===== src/rtl/qdec.sv =====
// Quadrature decoder: synchronises A/B/Z, decodes Gray-code steps into a signed
// 32-bit position with preset, Z-index zeroing, direction, homing and error status.
module qdec #(
   parameter int SYNC_STAGES = 2   // legal 2..4
) (
   input  logic        clk_i,
   input  logic        reset_i,
   input  logic        enable_i,
   input  logic        a_i,
   input  logic        b_i,
   input  logic        z_i,
   input  logic [31:0] SETP,
   input  logic        SETP_WSTB,
   input  logic        RST_ON_Z,
   output logic [31:0] posn_o,
   output logic        dir_o,
   output logic        homed_o,
   output logic [1:0]  health_o
);

   localparam int FILL_W = $clog2(SYNC_STAGES + 1);

   typedef enum logic {
      ST_INIT = 1'b0,
      ST_RUN  = 1'b1
   } state_t;

   state_t                  state_q, state_d;
   logic [FILL_W-1:0]       fill_q, fill_d;
   logic [SYNC_STAGES-1:0]  a_sync_q, a_sync_d;
   logic [SYNC_STAGES-1:0]  b_sync_q, b_sync_d;
   logic [SYNC_STAGES-1:0]  z_sync_q, z_sync_d;
   logic [1:0]              prev_ab_q, prev_ab_d;
   logic                    z_prev_q, z_prev_d;
   logic [31:0]             posn_q, posn_d;
   logic                    dir_q, dir_d;
   logic                    homed_q, homed_d;
   logic [1:0]              health_q, health_d;

   logic [1:0] ab_s;
   logic       z_s;
   logic [1:0] delta;
   logic       run;
   logic       step_fwd;
   logic       step_rev;
   logic       quad_err;
   logic       z_rise;

   // Position of an AB pair along the forward cycle 00 -> 10 -> 11 -> 01.
   function automatic logic [1:0] gray_pos(input logic [1:0] ab);
      logic [1:0] p;
      p = 2'd0;
      case (ab)
         2'b00:   p = 2'd0;
         2'b10:   p = 2'd1;
         2'b11:   p = 2'd2;
         2'b01:   p = 2'd3;
         default: p = 2'd0;
      endcase
      return p;
   endfunction

   assign ab_s     = {a_sync_q[SYNC_STAGES-1], b_sync_q[SYNC_STAGES-1]};
   assign z_s      = z_sync_q[SYNC_STAGES-1];
   assign run      = (state_q == ST_RUN);
   assign delta    = gray_pos(ab_s) - gray_pos(prev_ab_q);
   assign step_fwd = run && (delta == 2'd1);
   assign step_rev = run && (delta == 2'd3);
   assign quad_err = run && (delta == 2'd2);
   assign z_rise   = run && z_s && !z_prev_q;

   always_comb begin
      state_d   = state_q;
      fill_d    = fill_q;
      a_sync_d  = {a_sync_q[SYNC_STAGES-2:0], a_i};
      b_sync_d  = {b_sync_q[SYNC_STAGES-2:0], b_i};
      z_sync_d  = {z_sync_q[SYNC_STAGES-2:0], z_i};
      prev_ab_d = ab_s;
      z_prev_d  = z_s;
      posn_d    = posn_q;
      dir_d     = dir_q;
      homed_d   = homed_q;
      health_d  = health_q;

      // INIT waits until the synchroniser holds real pin samples, so the
      // reset value of the chain is never mistaken for a step or an error.
      case (state_q)
         ST_INIT: begin
            if (fill_q == FILL_W'(SYNC_STAGES)) begin
               state_d = ST_RUN;
            end else begin
               fill_d = fill_q + FILL_W'(1);
            end
         end
         ST_RUN: begin
            state_d = ST_RUN;
         end
         default: begin
            state_d = ST_INIT;
         end
      endcase

      if (quad_err) begin
         health_d = 2'd1;
      end
      if (z_rise && enable_i) begin
         homed_d = 1'b1;
      end

      // Preset beats Z zeroing beats a step; losers are dropped.
      if (SETP_WSTB) begin
         posn_d   = SETP;
         health_d = 2'd0;
      end else if (z_rise && enable_i && RST_ON_Z) begin
         posn_d = 32'd0;
      end else if (enable_i && step_fwd) begin
         posn_d = posn_q + 32'd1;
         dir_d  = 1'b1;
      end else if (enable_i && step_rev) begin
         posn_d = posn_q - 32'd1;
         dir_d  = 1'b0;
      end
   end

   always_ff @(posedge clk_i or posedge reset_i) begin
      if (reset_i) begin
         state_q   <= ST_INIT;
         fill_q    <= '0;
         a_sync_q  <= '0;
         b_sync_q  <= '0;
         z_sync_q  <= '0;
         prev_ab_q <= 2'b00;
         z_prev_q  <= 1'b0;
         posn_q    <= 32'd0;
         dir_q     <= 1'b0;
         homed_q   <= 1'b0;
         health_q  <= 2'd0;
      end else begin
         state_q   <= state_d;
         fill_q    <= fill_d;
         a_sync_q  <= a_sync_d;
         b_sync_q  <= b_sync_d;
         z_sync_q  <= z_sync_d;
         prev_ab_q <= prev_ab_d;
         z_prev_q  <= z_prev_d;
         posn_q    <= posn_d;
         dir_q     <= dir_d;
         homed_q   <= homed_d;
         health_q  <= health_d;
      end
   end

   assign posn_o   = posn_q;
   assign dir_o    = dir_q;
   assign homed_o  = homed_q;
   assign health_o = health_q;

endmodule


===== config.mk =====
export PLATFORM = sky130hd
export DESIGN_NAME = qdec
export DESIGN_NICKNAME = d
export VERILOG_FILES = /design/src/rtl/qdec.sv
export SDC_FILE = /design/constraint.sdc
export NUM_CORES = 1
export LEC_CHECK = 0
export ABC_AREA = 1
export BUFFER_PORTS_ARGS = -buffer_cell sky130_fd_sc_hd__buf_2
export CORE_ASPECT_RATIO = 0.75
export CORE_MARGIN = 5
export CORE_UTILIZATION = 35
export CTS_CLUSTER_DIAMETER = 80
export DETAILED_ROUTE_END_ITERATION = 10
export GPL_TIMING_DRIVEN = 0
export PLACE_DENSITY = 0.55
export SETUP_SLACK_MARGIN = 0.4
export SLEW_MARGIN = 20
export SYNTH_ARGS = -nofsm -noshare
export SYNTH_HDL_FRONTEND = slang
export SYNTH_SLANG_ARGS = --single-unit
export TNS_END_PERCENT = 20

===== constraint.sdc =====
create_clock -name clk_i -period 6.15 [get_ports clk_i]
set_input_delay 0.615 -clock clk_i [delete_from_list [all_inputs] [get_ports clk_i]]
set_output_delay 0.615 -clock clk_i [all_outputs]
set_load 0.02 [all_outputs]

[Yosys cells after proc, flatten, opt, wreduce, memory -nomap -nowiden]
Index checks and enable logic that the tools add are counted.
Cells by class
  $add $sub $neg: 4
  equal/unequal tests: 10
  mux-type cells: 12
  bitwise gates (word level): 4
  reduce and logical (&&, ||, !) cells: 17
Operator list (number)
  two-way mux 32 bit: 4
  adder 32 x 1 -> 32 bit, second input constant: 1
  subtractor 32 x 1 -> 32 bit, second input constant: 1
  case mux 2 bit (4 select lines): 2
  equality test 2 bit, second input constant: 7
  logical AND 1 bit: 9
  equality test 2 x 1 -> 1 bit, second input constant: 3
  zero test 2 bit: 2
  two-way mux 2 bit: 2
  NOT 1 bit: 4
  nonzero test 2 bit: 2
  nonzero test 4 bit: 1
  two-way mux 1 bit: 3
  AND reduction 3 bit: 1
  adder 2 x 1 -> 2 bit, second input constant: 1
  case mux 1 bit (2 select lines): 1
  AND reduction 2 bit: 1
  subtractor 2 bit: 1
  zero test 1 bit: 1
Word-level totals
  bits in registers: 48
  word-level logic and storage cells: 58

[Logic depth before layout (Yosys ltp)]
  word-level depth: 10
  depth in mapped cells: 25

[Worst setup path before layout]
No wires, ideal clock.
  path kind: flip-flop to flip-flop
  start: register b_sync_q[1]
  end: register posn_q[10], in the netlist posn_o[10]
  setup time: 126 ps
  data arrival time: 3565 ps
  data required time: 6024 ps
  path slack: 2459 ps
  cell stages (with the launch flop): 20
  buffers on the path: 0
  period minus slack after synthesis: 3691 ps
  cells stage by stage: dfrtp_1 -> inv_1 -> ha_1 -> inv_1 -> ha_1 -> inv_1 -> nand3_1 -> nand3_1 -> nand3_1 -> nor2_1 -> nand2_1 -> fa_1 -> nand3_1 -> nand2_1 -> nand2_1 -> nand2_1 -> a21o_1 -> or2_2 -> nand3_1 -> a31oi_1
Between the ends
  word-level cells in the longest chain between the ends: 9
  elaborated cells on any way between the ends: 16
  those cells by class: 1 x add/sub; 5 x eq/ne; 4 x mux; 6 x reduce/logical
Ends and longest elaborated chain
  from (decl): line 31  | logic [SYNC_STAGES-1:0] b_sync_q, b_sync_d;
  from (signal assigned): line 142  | b_sync_q <= b_sync_d;
  equality test 2 x 1 -> 1 bit (tied with other cells): line 53  | case (ab)
  case mux 2 bit (4 select lines) *: line 53
  subtractor 2 bit *: line 66  | assign delta = gray_pos(ab_s) - gray_pos(prev_ab_q);
  equality test 2 x 1 -> 1 bit: line 67  | assign step_fwd = run && (delta == 2'd1);
  logical AND 1 bit: line 67
  logical AND 1 bit: line 116  | end else if (enable_i && step_fwd) begin
  two-way mux 32 bit: line 116
  two-way mux 32 bit: line 114  | end else if (z_rise && enable_i && RST_ON_Z) begin
  two-way mux 32 bit: line 111  | if (SETP_WSTB) begin
  to (signal assigned): line 146  | posn_q <= posn_d;
  to (decl): line 35  | logic [31:0] posn_q, posn_d;
Every way passes the cells marked *; elsewhere a longest branch is shown, timed or not.
A chain may end at the register's enable or synchronous reset.

[Worst setup path in the final report]
  start: register b_sync_q[1]
  end: register posn_q[23], in the netlist posn_o[23]
The elaborated chain is that of the path after synthesis.

==> summary.txt <==
PortBufs = 73
Final-report setup violation count = 0
Fill cell count = 1343
RSZ-0062 raised after global routing = false
PD cells = 438 nW/um^2
Share of layout cells above drive strength 1 = 16.7%
Clk_lat worst skew = 290 ps
Worst r2r src = b_sync_q[1]
Final setup TNS = 0 ps
Post-synth EDFFs = 0
CP max FO = 29
Yosys top cell by area = dfrtp_1
Vias in the first global route = 4254
Reg clk slew, reported paths = 70 ps
DR vias/cell = 4.93
Core box area = 12100 sq um
Via Count = 4425
Area share of the largest cell type after synthesis = 27.4%
Total power = 2.23 mW
Post-route clock period utilization = 65.2%
# hold bufs at CTS = 0
Crit path kind = flip-flop to flip-flop
Ant diodes = 0
Required time of the critical path = 6380 ps
Post-CTS setup buffers = 0
Die Ht = 106 um
Wire length per cell = 14.9 um
Cell variety after synth = 35
Hold Vio Cnt, Final = 0
Initial Util = 35.4%
Yosys Warn Count = 0
H-tree depth = 2
TritonCTS Buffers = 5
CTS root buf = clkbuf_16
Final net count = 817
Clk buf depth = 2
First-pass GRT wire length = 21900 um
All-layer global routing usage = 19.0%
Initial DRC Count = 288
CTS resizes = 0
Most common cell in the synthesized netlist = nand2_1
Largest net degree at the start of global routing = 31
Post-Syn Area per Cell = 6.61 sq um
Critical Path AT = 4230 ps
Startpoint Class = flip-flop
Max-capacitance violation count = 0
Rel. slew slack = 60.4%
FP Rows = 35
Mapped Cells = 649
Initial antenna violation count = 0
Post-Syn Area = 4290 sq um
Peak supply drop = 0.166 mV
GRT overflow = 0
Post-synth ARST share = 100%
Synth Flop Type = dfrtp_1
Drc violations = 0
Post-route ant nets = 0
Critical Path Start = b_sync_q[1]
Seq/Total Area, Yosys = 27.4%
Largest cells by area after synthesis = dfrtp_1, nand2_1, ha_1
Syn nets = 735
DRT Pass-1 Iters = 5
Clock skew = 6.05 ps
Max Slew Vio Count = 0
Crit end category = flip-flop
#FFs+latches synth = 47
GPL Wtd Cong = 0.969
Status = finished clean
Layout area overhead = 18.8%
I/O pin cnt = 76
Full die area = 14600 sq um
Max Fclk = 0.250 GHz
WL final = 13400 um
Slew at the pin closest to its max-slew limit = 594 ps
TritonCTS Sinks = 47
HP Class = input port to async pin
Synth top cells by count = nand2_1, nor2_1, inv_1
Static leakage = 2.60 nW
Horiz. Die Dim = 138 um
DPL Wire Length = 11100 um
Post-layout min period = 4010 ps
CTS tree = yes
report_power, final:
| part | switching, mW | internal [mW] |
|---|---|---|
| sequential | 0.0810 | 0.388 |
| clock | 0.129 | 0.233 |
| combinational | 0.911 | 0.489 |
| total | 1.12 | 1.11 |
per-layer routing:
| layer | track usage [%] | up-vias | wire, um |
|---|---|---|---|
| li1 | - | 2275 | - |
| met1 | 30.1 | 2028 | 7260 |
| met2 | 27.5 | 114 | 5360 |
| met3 | 2.48 | 8 | 715 |
| met4 | 3.10 | 0 | 87 |
| met5 | 0 | - | 0 |
registers in the layout, summed over array words and instances, names as in the netlist, 2 cells and up:
| signal | cells |
|---|---|
| a_sync_q | 2 |
| b_sync_q | 2 |
| fill_q | 2 |
| posn_o | 32 |
| prev_ab_q | 2 |
| z_sync_q | 2 |
through the flow:
step | util [%] | hold slack, ps | worst slack (ps) | cell area [sq um] | std cells
detailed placement | 40.4 | 341 | 2160 | 4910 | 890
floorplan | - | 331 | 2460 | 4290 | 649
CTS | 42.0 | 334 | 2140 | 5100 | 898
finish | 42.0 | 320 | 2140 | 5100 | 898
global route | 42.0 | 359 | 1800 | 5100 | 898
global placement | 40.1 | 332 | 1340 | 4860 | 888
final cells by class:
type	instances	area, sq um	share of cell area (%)
buffer	13	90.1	1.77
clock buffer	5	125	2.45
clock inverter	3	67.6	1.33
inverter	70	265	5.20
multi-input combinational	519	2760	54.2
sequential	47	1180	23.1
tap	166	208	4.07
timing repair buffer	75	405	7.95
worst max-delay path, cell delays in order, from the launching register on:
cell and delay, ps:
dfrtp_1 390, inv_1 60, ha_1 270, inv_1 40
ha_1 200, inv_1 50, nand3_1 90, nand3_1 120
nand3_1 80, nor2_1 220, nand2_2 280, buf_12 260
ha_1 360, a21oi_1 290, o21ai_0 210, a21oi_1 180
nand2_2 140, a21oi_1 330, inv_1 70, nand2_1 60
nand3_1 80, a21oi_2 150
logic make-up (layout without fill, tap and decap cells):
| group | count (synthesis) | after routing | synth area share (%) |
|---|---|---|---|
| compound gates | 105 | 105 | 14.6 |
| buf+inv | 83 | 166 | 8.28 |
| simple gates | 364 | 364 | 35.4 |
| other cells | 1 | 1 | 0.0874 |
| xor+xnor | 3 | 3 | 0.613 |
| fa+ha+maj | 46 | 46 | 13.6 |
| flops | 47 | 47 | 27.4 |
cell usage in the layout, fill, tap and decap left out, drive strengths merged:
cell / synthesis / layout
a21o: 2 / 2
a21oi: 58 / 58
a22oi: 1 / 1
a31oi: 13 / 13
buf: 9 / 84
bufinv: 0 / 2
clkbuf: 4 / 9
clkinvlp: 0 / 1
conb: 1 / 1
dfrtp: 47 / 47
fa: 1 / 1
ha: 45 / 45
inv: 70 / 70
nand2: 209 / 209
nand3: 45 / 45
nand3b: 7 / 7
nand4: 4 / 4
nor2: 83 / 83
nor3: 4 / 4
nor3b: 1 / 1
nor4: 1 / 1
o21a: 3 / 3
o21ai: 22 / 22
o21bai: 6 / 6
or2: 10 / 10
xor2: 3 / 3
path summary, 6_finish.rpt:
path	slack (ps)	cells past startpoint	endpoint
min in group clk_i	350	0	a_sync_q[1]
hold reg to reg	350	0	a_sync_q[1]
setup reg to reg	2140	21	posn_o[23]
max in group asynchronous	5320	3	run
setup / recovery	2140	21	posn_o[23]
hold / removal	320	2	posn_o[4]
No activity file was read; power rests on OpenSTA's default activity.
